File: config.mk
export PLATFORM = sky130hd
export DESIGN_NAME = tiny_soc_mmio_responder
export DESIGN_NICKNAME = d
export VERILOG_FILES = /design/src/rtl/tiny_soc_mmio_responder.sv
export SDC_FILE = /design/constraint.sdc
export NUM_CORES = 1
export LEC_CHECK = 0
export CORE_MARGIN = 1.5
export CORE_UTILIZATION = 57
export DETAILED_ROUTE_END_ITERATION = 8
export PLACE_DENSITY = 0.83
export SYNTH_ARGS = -nofsm -noshare
export SYNTH_HDL_FRONTEND = slang
export SYNTH_SLANG_ARGS = --single-unit
File: constraint.sdc
create_clock -name clk_i -period 3.2 [get_ports clk_i]
set_input_delay 0.64 -clock clk_i [delete_from_list [all_inputs] [get_ports clk_i]]
set_output_delay 0.64 -clock clk_i [all_outputs]
set_load 0.01 [all_outputs]
File: src/rtl/tiny_soc_mmio_responder.sv
// ---------------------------------------------------------------------------
// tiny_soc_mmio_responder
//
// MMIO register target that sits on the core's MMIO request port. It lets a
// simulation or fuzzing bench see when the program stops and what it prints.
// Register map, one 64-bit register every 8 bytes from BaseAddr:
//   0 STOP      sticky stop flag + 32-bit exit code (first write wins)
//   1 SCRATCH   byte-strobed read/write
//   2 MTIME     free-running 64-bit timer; a write replaces strobed bytes
//   3 MTIMECMP  byte-strobed compare value for timer_irq_o
//   4 CONSOLE   a write with strb[0] pushes wdata[7:0] into the console FIFO
//   5 STATUS    read-only {30'b0, irq, stop, drop count, FIFO count}
//
// Request handshake: mmio_req_i is a single-cycle request that is always
// accepted (there is no ready). Read data comes back in mmio_rdata_o one cycle
// later and holds until the next read. Console handshake: a byte moves when
// cons_valid_o && cons_ready_i are both high at a rising clock edge.
// cons_data_o is stable while cons_valid_o is high and the sink is not ready.
//
// Ports:
//   clk_i, rst_ni                  clock, async active-low reset
//   mmio_req_i/we_i/addr_i/strb_i/wdata_i   request
//   mmio_rdata_o                   registered read data
//   stop_o, stop_code_o            sticky stop flag and exit code
//   timer_irq_o                    registered MTIME >= MTIMECMP
//   cons_valid_o, cons_data_o, cons_ready_i  console byte stream
//   bad_access_o                   sticky: an unmapped address was accessed
// ---------------------------------------------------------------------------
module tiny_soc_mmio_responder #(
    parameter int                         MMIOAddrWidth = 31,
    parameter int                         DataWidth     = 64,
    parameter logic [MMIOAddrWidth-1:0]   BaseAddr      = 31'h1000_0000,
    parameter int                         ConsDepth     = 8
) (
    input  logic                       clk_i,
    input  logic                       rst_ni,
    input  logic                       mmio_req_i,
    input  logic                       mmio_we_i,
    input  logic [MMIOAddrWidth-1:0]   mmio_addr_i,
    input  logic [DataWidth/8-1:0]     mmio_strb_i,
    input  logic [DataWidth-1:0]       mmio_wdata_i,
    output logic [DataWidth-1:0]       mmio_rdata_o,
    output logic                       stop_o,
    output logic [31:0]                stop_code_o,
    output logic                       timer_irq_o,
    output logic                       cons_valid_o,
    output logic [7:0]                 cons_data_o,
    input  logic                       cons_ready_i,
    output logic                       bad_access_o
);

    localparam int StrbWidth = DataWidth / 8;
    localparam int PtrW      = $clog2(ConsDepth);
    localparam int CntW      = PtrW + 1;
    localparam int HiW       = MMIOAddrWidth - 3;
    localparam logic [HiW-1:0] BaseHi = BaseAddr[MMIOAddrWidth-1:3];

    // Byte-lane merge shared by every strobed register.
    function automatic logic [DataWidth-1:0] merge_bytes(
        input logic [DataWidth-1:0] cur,
        input logic [DataWidth-1:0] wd,
        input logic [StrbWidth-1:0] strb
    );
        logic [DataWidth-1:0] res;
        res = cur;
        for (int b = 0; b < StrbWidth; b++) begin
            if (strb[b]) res[8*b +: 8] = wd[8*b +: 8];
        end
        return res;
    endfunction

    // ---------------- address decode ----------------
    // BaseAddr is 8-byte aligned, so comparing and subtracting on the
    // doubleword part of the address is exact; bits [2:0] play no role.
    logic [HiW-1:0] addr_hi;
    logic [HiW-1:0] idx_full;
    logic [2:0]     idx;
    logic [2:0]     unused_addr_bits;
    logic           mapped;
    logic           rd_en;
    logic           wr_en;

    assign addr_hi          = mmio_addr_i[MMIOAddrWidth-1:3];
    assign unused_addr_bits = mmio_addr_i[2:0];
    assign idx_full         = addr_hi - BaseHi;
    assign mapped           = (addr_hi >= BaseHi) && (idx_full <= HiW'(5));
    assign idx              = idx_full[2:0];
    assign rd_en            = mmio_req_i && !mmio_we_i;
    assign wr_en            = mmio_req_i && mmio_we_i && mapped;

    // ---------------- state ----------------
    logic [DataWidth-1:0] rdata_q, scratch_q, mtime_q, mtimecmp_q, rd_val;
    logic                 stop_q, irq_q, bad_q;
    logic [31:0]          stop_code_q;
    logic [7:0]           fifo_mem [ConsDepth];
    logic [PtrW-1:0]      wr_ptr_q, rd_ptr_q;
    logic [CntW-1:0]      count_q;
    logic [15:0]          drop_q;
    logic                 fifo_full, push_req, pop, push_ok, drop_inc;

    // ---------------- read mux (values before this cycle's updates) ----------------
    always_comb begin
        rd_val = '0;
        case (idx)
            3'd0: rd_val = {31'b0, stop_q, stop_code_q};
            3'd1: rd_val = scratch_q;
            3'd2: rd_val = mtime_q;
            3'd3: rd_val = mtimecmp_q;
            3'd5: rd_val = {30'b0, irq_q, stop_q, drop_q, {(16-CntW){1'b0}}, count_q};
            default: rd_val = '0;
        endcase
    end

    // ---------------- registers ----------------
    always_ff @(posedge clk_i or negedge rst_ni) begin
        if (!rst_ni) begin
            rdata_q     <= '0;
            scratch_q   <= '0;
            mtime_q     <= '0;
            mtimecmp_q  <= '0;
            stop_q      <= 1'b0;
            stop_code_q <= '0;
            irq_q       <= 1'b0;
            bad_q       <= 1'b0;
        end else begin
            if (rd_en) rdata_q <= mapped ? rd_val : '0;
            if (mmio_req_i && !mapped) bad_q <= 1'b1;
            if (wr_en && idx == 3'd0 && |mmio_strb_i[3:0] && !stop_q) begin
                stop_q      <= 1'b1;
                stop_code_q <= mmio_wdata_i[31:0];
            end
            if (wr_en && idx == 3'd1) scratch_q <= merge_bytes(scratch_q, mmio_wdata_i, mmio_strb_i);
            // A write to MTIME replaces the increment for that cycle.
            if (wr_en && idx == 3'd2) mtime_q <= merge_bytes(mtime_q, mmio_wdata_i, mmio_strb_i);
            else                      mtime_q <= mtime_q + 64'd1;
            if (wr_en && idx == 3'd3) mtimecmp_q <= merge_bytes(mtimecmp_q, mmio_wdata_i, mmio_strb_i);
            irq_q <= (mtime_q >= mtimecmp_q);
        end
    end

    // ---------------- console FIFO ----------------
    assign fifo_full = (count_q == CntW'(ConsDepth));
    assign push_req  = wr_en && (idx == 3'd4) && mmio_strb_i[0];
    assign pop       = cons_valid_o && cons_ready_i;
    // A pop in the same cycle frees the slot, so a full FIFO still accepts.
    assign push_ok   = push_req && (!fifo_full || pop);
    assign drop_inc  = push_req && fifo_full && !pop;

    always_ff @(posedge clk_i or negedge rst_ni) begin
        if (!rst_ni) begin
            for (int i = 0; i < ConsDepth; i++) fifo_mem[i] <= 8'h00;
            wr_ptr_q <= '0;
            rd_ptr_q <= '0;
            count_q  <= '0;
            drop_q   <= '0;
        end else begin
            if (push_ok) begin
                fifo_mem[wr_ptr_q] <= mmio_wdata_i[7:0];
                wr_ptr_q           <= wr_ptr_q + PtrW'(1);
            end
            if (pop) rd_ptr_q <= rd_ptr_q + PtrW'(1);
            case ({push_ok, pop})
                2'b10:   count_q <= count_q + CntW'(1);
                2'b01:   count_q <= count_q - CntW'(1);
                default: count_q <= count_q;
            endcase
            if (drop_inc && drop_q != 16'hFFFF) drop_q <= drop_q + 16'd1;
        end
    end

    // ---------------- outputs ----------------
    assign mmio_rdata_o = rdata_q;
    assign stop_o       = stop_q;
    assign stop_code_o  = stop_code_q;
    assign timer_irq_o  = irq_q;
    assign bad_access_o = bad_q;
    assign cons_valid_o = (count_q != '0);
    assign cons_data_o  = fifo_mem[rd_ptr_q];

endmodule

## Word-level counts from Yosys, hierarchy flattened

Cells that the tools add are included.

| storage, ports and cells | value |
|---|---|
| output and inout bits | 108 |
| input port bits | 108 |
| register bits | 381 |
| word-level logic and storage cells | 136 |

| cells by class | value |
|---|---|
| $add $sub $neg | 7 |
| reduce and logical (&&, ||, !) cells | 45 |
| magnitude comparators | 6 |
| eq/ne operators | 17 |
| muxes and demuxes | 18 |
| bitwise gates (word level) | 2 |

Operators by type and width:

| operator | count |
|---|---|
| $pmux 64 s5 | 1 |
| $mux 64 | 2 |
| $mux 8 | 11 |
| $add 64x1->64 const B | 1 |
| $bwmux 64 | 1 |
| $ge 64x64->1 | 1 |
| $reduce_and 2->1 | 16 |
| $ge 28x26->1 const B | 1 |
| $le 28x3->1 const B | 1 |
| $sub 28x26->28 const B | 1 |
| $bmux 8 s3 | 1 |
| $demux 8 s3 | 1 |
| $logic_and 1x1->1 | 19 |
| $add 16x1->16 const B | 1 |
| $ne 16x16->1 const B | 1 |
| $ne 2x2->1 const B | 8 |
| $ge 4x4->1 const B | 2 |
| $not 3->4 | 2 |
| $pmux 4 s2 | 1 |
| $add 3x1->3 const B | 2 |
| $eq 3x2->1 const B | 2 |
| $eq 3x3->1 const B | 2 |
| $logic_not 1->1 | 5 |
| $add 4x1->4 const B | 1 |
| other kinds (11) | 11 |

## Logic depth before layout (Yosys ltp)

Gate-level depths: netlist of run 1.

| depth | value |
|---|---|
| word-level depth | 9 |
| gate-level depth with buffers | 13 |
| gate-level depth less buffers | 12 |

## Worst setup path before layout of run 1

Ideal clock, no wire load.

| timing path | value |
|---|---|
| path type | input to register |
| from | in mmio_addr_i[28] |
| to | reg count_q[2] |
| arrival time | 2,733 ps |
| buffers on the path | 1 |
| library setup time | 126 ps |
| data required time | 3,074 ps |
| stages | 13 |
| path slack | 340 ps |
| cells stage by stage | inv_1 -> ha_1 -> nor4b_2 -> and4_1 -> nand4b_1 -> ha_1 -> clkbuf_1 -> xor2_1 -> ha_1 -> a21oi_1 -> xor2_1 -> nor2_1 -> xor2_1 |

| between the ends | value |
|---|---|
| longest elaborated chain between the ends | 9 |
| elaborated cells between the ends (all ways) | 12 |
| those cells by class | add/sub: 1; order compare: 2; eq/ne: 2; mux: 1; reduce/logical: 6 |

Ends and longest elaborated chain:

| element | RTL line | RTL |
|---|---|---|
| start, declared | 39 | `input logic [MMIOAddrWidth-1:0] mmio_addr_i,` |
| $sub 28x26->28 | 85 | `assign idx_full = addr_hi - BaseHi;` |
| $le 28x3->1 | 86 | `assign mapped = (addr_hi >= BaseHi) && (idx_full <= HiW'(5));` |
| $logic_and 1x1->1 (*) | 86 |  |
| $logic_and 1x1->1 (*) | 89 | `assign wr_en = mmio_req_i && mmio_we_i && mapped;` |
| $logic_and 1x1->1 (*) (2 in a row) | 143 | `assign push_req = wr_en && (idx == 3'd4) && mmio_strb_i[0];` |
| $logic_and 1x1->1 (*) | 146 | `assign push_ok = push_req && (!fifo_full \|\| pop);` |
| $eq 2x1->1 / $eq 2x2->1 (equally long branches) | 162 | `case ({push_ok, pop})` |
| $pmux 4 s2 / $reduce_bool 2->1 (equally long branches) | -- |  |
| end signal, assigned | 163 | `2'b10: count_q <= count_q + CntW'(1);` |
| end signal, assigned | 164 | `2'b01: count_q <= count_q - CntW'(1);` |
| end signal, assigned | 165 | `default: count_q <= count_q;` |
| end, declared | 97 | `logic [CntW-1:0] count_q;` |

Every way passes the cells marked *; elsewhere a longest branch is shown, timed or not.
A chain may end at the register's enable or synchronous reset.

## Final worst setup path of run 1

| timing path | value |
|---|---|
| from | reg rd_ptr_q[0] |
| to | out cons_data_o[4] |

| between the ends | value |
|---|---|
| longest elaborated chain between the ends | 4 |

Ends and longest elaborated chain:

| element | RTL line | RTL |
|---|---|---|
| start, declared | 96 | `logic [PtrW-1:0] wr_ptr_q, rd_ptr_q;` |
| start signal, assigned | 161 | `if (pop) rd_ptr_q <= rd_ptr_q + PtrW'(1);` |
| $not 3->4 (implied by the code) | 178 | `assign cons_data_o = fifo_mem[rd_ptr_q];` |
| $bmux 8 s3 | 178 |  |
| $mux 8 (implied by the code) (2 in a row) | 178 |  |
| end, declared | 47 | `output logic [7:0] cons_data_o,` |

Every way passes these cells. The select of a mux whose other input is x is not followed.

==> impl_metrics.py, run 1 <==
metrics = {
    "critical_path": {
        "cp_data_required_time_ps": 2560,
        "worstSetupStartpointType": "flip-flop",
        "slowest_delay_ps": 530,
        "crit_type": "flip-flop to output port",
        "worstSetupStartpoint": "rd_ptr_q[0]",
        "crit_fanout": 10,
        "cp_cell_sequence": "buf_8 > mux4_2 > mux2_2 > clkdlybuf4s50_1",
        "r2r_start": "mtime_q[0]",
        "cp_slowest_cell": "mux4_2",
        "cp-end-kind": "output port",
        "crit_arrival_ps": 2490,
    },
    "synth": {
        "synth_warnings": 0,
        "synth_compound_area_share_pct": 12.0,
        "synth_top_area_share_pct": 47.4,
        "synth_edf_count": 0,
        "synth_top_family_by_area": "multiplexers",
        "synth.avg_cell_area_um2": 11.2,
        "yosys.area_share.adder_pct": 4.48,
        "ys_top_cells_by_area": "dfrtp_1, mux2_2, ha_1",
        "synth_top_cell_by_area": "dfrtp_1",
        "synth_ff_type": "dfrtp_1",
        "yosys.area_share.xor_xnor_pct": 1.04,
        "synth_most_common_cell": "dfrtp_1",
        "ys_top_cells_by_count": "dfrtp_1, mux2_2, nand2_1",
        "synth_nets": 1973,
        "synth_cell_type_count": 79,
        "syn_area_um2": 20100,
        "async_flop_share_pct": 100,
        "yosys.area_share.simple_pct": 12.3,
        "syn_inst": 1793,
        "yosys_register_bits": 381,
        "yosysSeqAreaShare_pct": 47.4,
        "synthMuxAreaShare_pct": 19.3,
    },
    "clock_tree": {
        "path_clk_slew_ps": 60,
        "cts_made_buffers": 40,
        "htreeDepth": 2,
        "cts_hold_buffers": 0,
        "cts_tree": "yes",
        "cts_buffer_depth": 3,
        "clkLatencyLatePin_ps": 540,
        "clock-sinks": 381,
        "cts-root-buf": "clkbuf_16",
    },
    "sta": {
        "finClkSkew_ps": 17.6,
        "finalSetupViolCount": 0,
        "final.setup.worst_slack_ps": 74.4,
        "fin_crit_sh_pct": 97.7,
        "rsz0062_at_grt": "false",
        "slew_viol_final": 0,
        "fin_crit_ps": 3130,
        "worst_slew_pin_slew_ps": 1040,
        "fmax_mhz": 320,
        "slew_headroom_pct": 30.1,
        "hold_viol": 0,
    },
    "routing": {
        "drtIter0Drc": 1534,
        "ant_nets": 0,
        "drt_wl_total_um": 58100,
        "num_vias": 16400,
        "via_per_inst": 6.43,
        "wl_per_cell_um": 22.8,
        "first_pass_iters": 6,
        "drc": 0,
    },
    "cells_and_area": {
        "fillers": 2318,
        "area_growth_pct": 23.7,
        "drive_above_1_share_pct": 25.2,
        "nets": 2242,
    },
    "pwr": {
        "total_leakage_power_nw": 11.2,
        "p_per_area_nw_per_um2": 407,
        "total_power_w": 0.0101,
        "ir_drop_v": 0.000350,
    },
    "run": {
        "drv_cap": 0,
    },
    "placement": {
        "gp_congestion": 0.958,
        "port_buffers": 212,
        "dpl.hpwl_um": 41300,
        "post-place-ws_ps": -372,
    },
    "grt": {
        "gr-total-overflow": 0,
        "grt_pass1_wl_um": 92600,
        "grt_pass1_vias": 16500,
        "grt_max_degree": 78,
        "grt_use_total_pct": 32.5,
        "antenna_found_initial": 1,
    },
    "floorplan": {
        "die_w_um": 191,
        "die_y_um": 191,
        "die_area_um2": 36400,
        "core_area_um2": 34600,
        "num_io_pins": 216,
        "rows": 68,
        "start_util_pct": 58.1,
    },
    "hold_path": {
        "hp-class": "input port to async pin",
    },
    "status": {
        "status": "finished, final reports clean",
    },
}
path summary, 6_finish.rpt:
path	end	slack [ps]	cells after the start
setup / recovery	cons_data_o[4]	70	4
hold / removal	scratch_q[45]	90	1
setup reg to reg	timer_irq_o	420	8
hold reg to reg	mmio_rdata_o[61]	480	2
max in group asynchronous	stop_code_o[8]	2280	2
min in group clk_i	mmio_rdata_o[61]	480	2
where the power goes:
| part | switching [W] | internal (W) | leakage, nW |
|---|---|---|---|
| clock network | 0.00195 | 0.00285 | 0.674 |
| logic | 0.000323 | 0.000190 | 5.36 |
| registers | 0.00000000670 | 0.00482 | 5.16 |
registers in the layout, summed over array words and instances, names as in the netlist:
| name | count |
|---|---|
| fifo_mem | 64 |
| mmio_rdata_o | 64 |
| mtime_q | 64 |
| mtimecmp_q | 64 |
| scratch_q | 64 |
| stop_code_o | 32 |
| drop_q | 16 |
| count_q | 4 |
| rd_ptr_q | 3 |
| wr_ptr_q | 3 |
| bad_access_o | 1 |
| stop_o | 1 |
| timer_irq_o | 1 |
layout make-up:
class	count	area, um2	share of cell area [%]
Timing Repair Buffer	324	3180	12.8
Clock buffer	58	1200	4.82
Inverter	88	330	1.33
Multi-Input combinational cell	1227	9900	39.8
Clock inverter	15	163	0.654
Tap cell	455	569	2.29
Antenna cell	1	2.50	0.0101
Sequential cell	381	9540	38.3
routing by layer:
| metal | routed length [um] | GRT usage [%] | part of all wire, % | vias to the layer above |
|---|---|---|---|---|
| li1 | - | - | - | 7205 |
| met1 | 23600 | 45.4 | 41 | 8211 |
| met2 | 27600 | 52.4 | 48 | 844 |
| met3 | 5210 | 5.54 | 9.0 | 138 |
| met4 | 1640 | 8.90 | 2.8 | 0 |
| met5 | 0 | 0 | 0 | - |
cell usage in the layout (no fill, tap or decap), types with 35 or more instances in the layout:
| cell type | Yosys | final |
|---|---|---|
| dfrtp_1 | 381 | 379 |
| mux2_2 | 270 | 270 |
| clkdlybuf4s50_1 | 0 | 209 |
| nand2_1 | 149 | 148 |
| buf_4 | 1 | 95 |
| inv_1 | 88 | 88 |
| o21ai_0 | 83 | 83 |
| nor2_1 | 74 | 74 |
| ha_1 | 72 | 71 |
| a22oi_1 | 58 | 58 |
| nand3_1 | 57 | 57 |
| a21oi_1 | 50 | 50 |
| clkbuf_16 | 0 | 41 |
| a22o_1 | 38 | 38 |
| nand4_1 | 35 | 35 |
worst max-delay path: cells and delay by family (launching register included):
family	cells	cell delay, ps
buffers and inverters	2	710
DFF	1	430
muxes	2	810
kinds of logic after synthesis:
family / Yosys count
AO/OA/AOI/OAI: 349
XOR/XNOR: 24
adder cells (fa/ha/maj): 72
buffers and inverters: 185
flip-flops: 381
multiplexers: 316
AND/OR/NAND/NOR: 466
stage by stage:
stage / cells / TNS (ps) / util (%) / hold WS [ps] / instance area (um2)
5_1_grt: 2548 / 0 / 71.8 / 130 / 24900
4_1_cts: 2545 / 0 / 71.7 / 118 / 24800
3_3_place_gp: 2472 / -31950 / 67.7 / 459 / 23500
6_report: 2549 / 0 / 71.8 / 90.3 / 24900
3_5_place_dp: 2472 / -52700 / 67.7 / 469 / 23500
2_1_floorplan: 1793 / 0 / - / 344 / 20100
repair_timing:
action / CTS / global route
gates resized for setup: 3 / 6
setup endpoints to repair: 8 / 8
buffers inserted: 0 / 3
pin swaps: 0 / 0
Power figures use the tool's default switching activity.
==> run 2, diff against run 1 <==
SLEW_MARGIN = 20   (was default)
==> results of run 2 <==
The final DEF is identical to that of run 1; final timing and power are the same.
==> run 3, diff against run 2 <==
ABC_CLOCK_PERIOD_IN_PS = 3200   (was default)
==> results of run 3 <==
The final DEF is identical to that of run 1; final timing and power are the same.
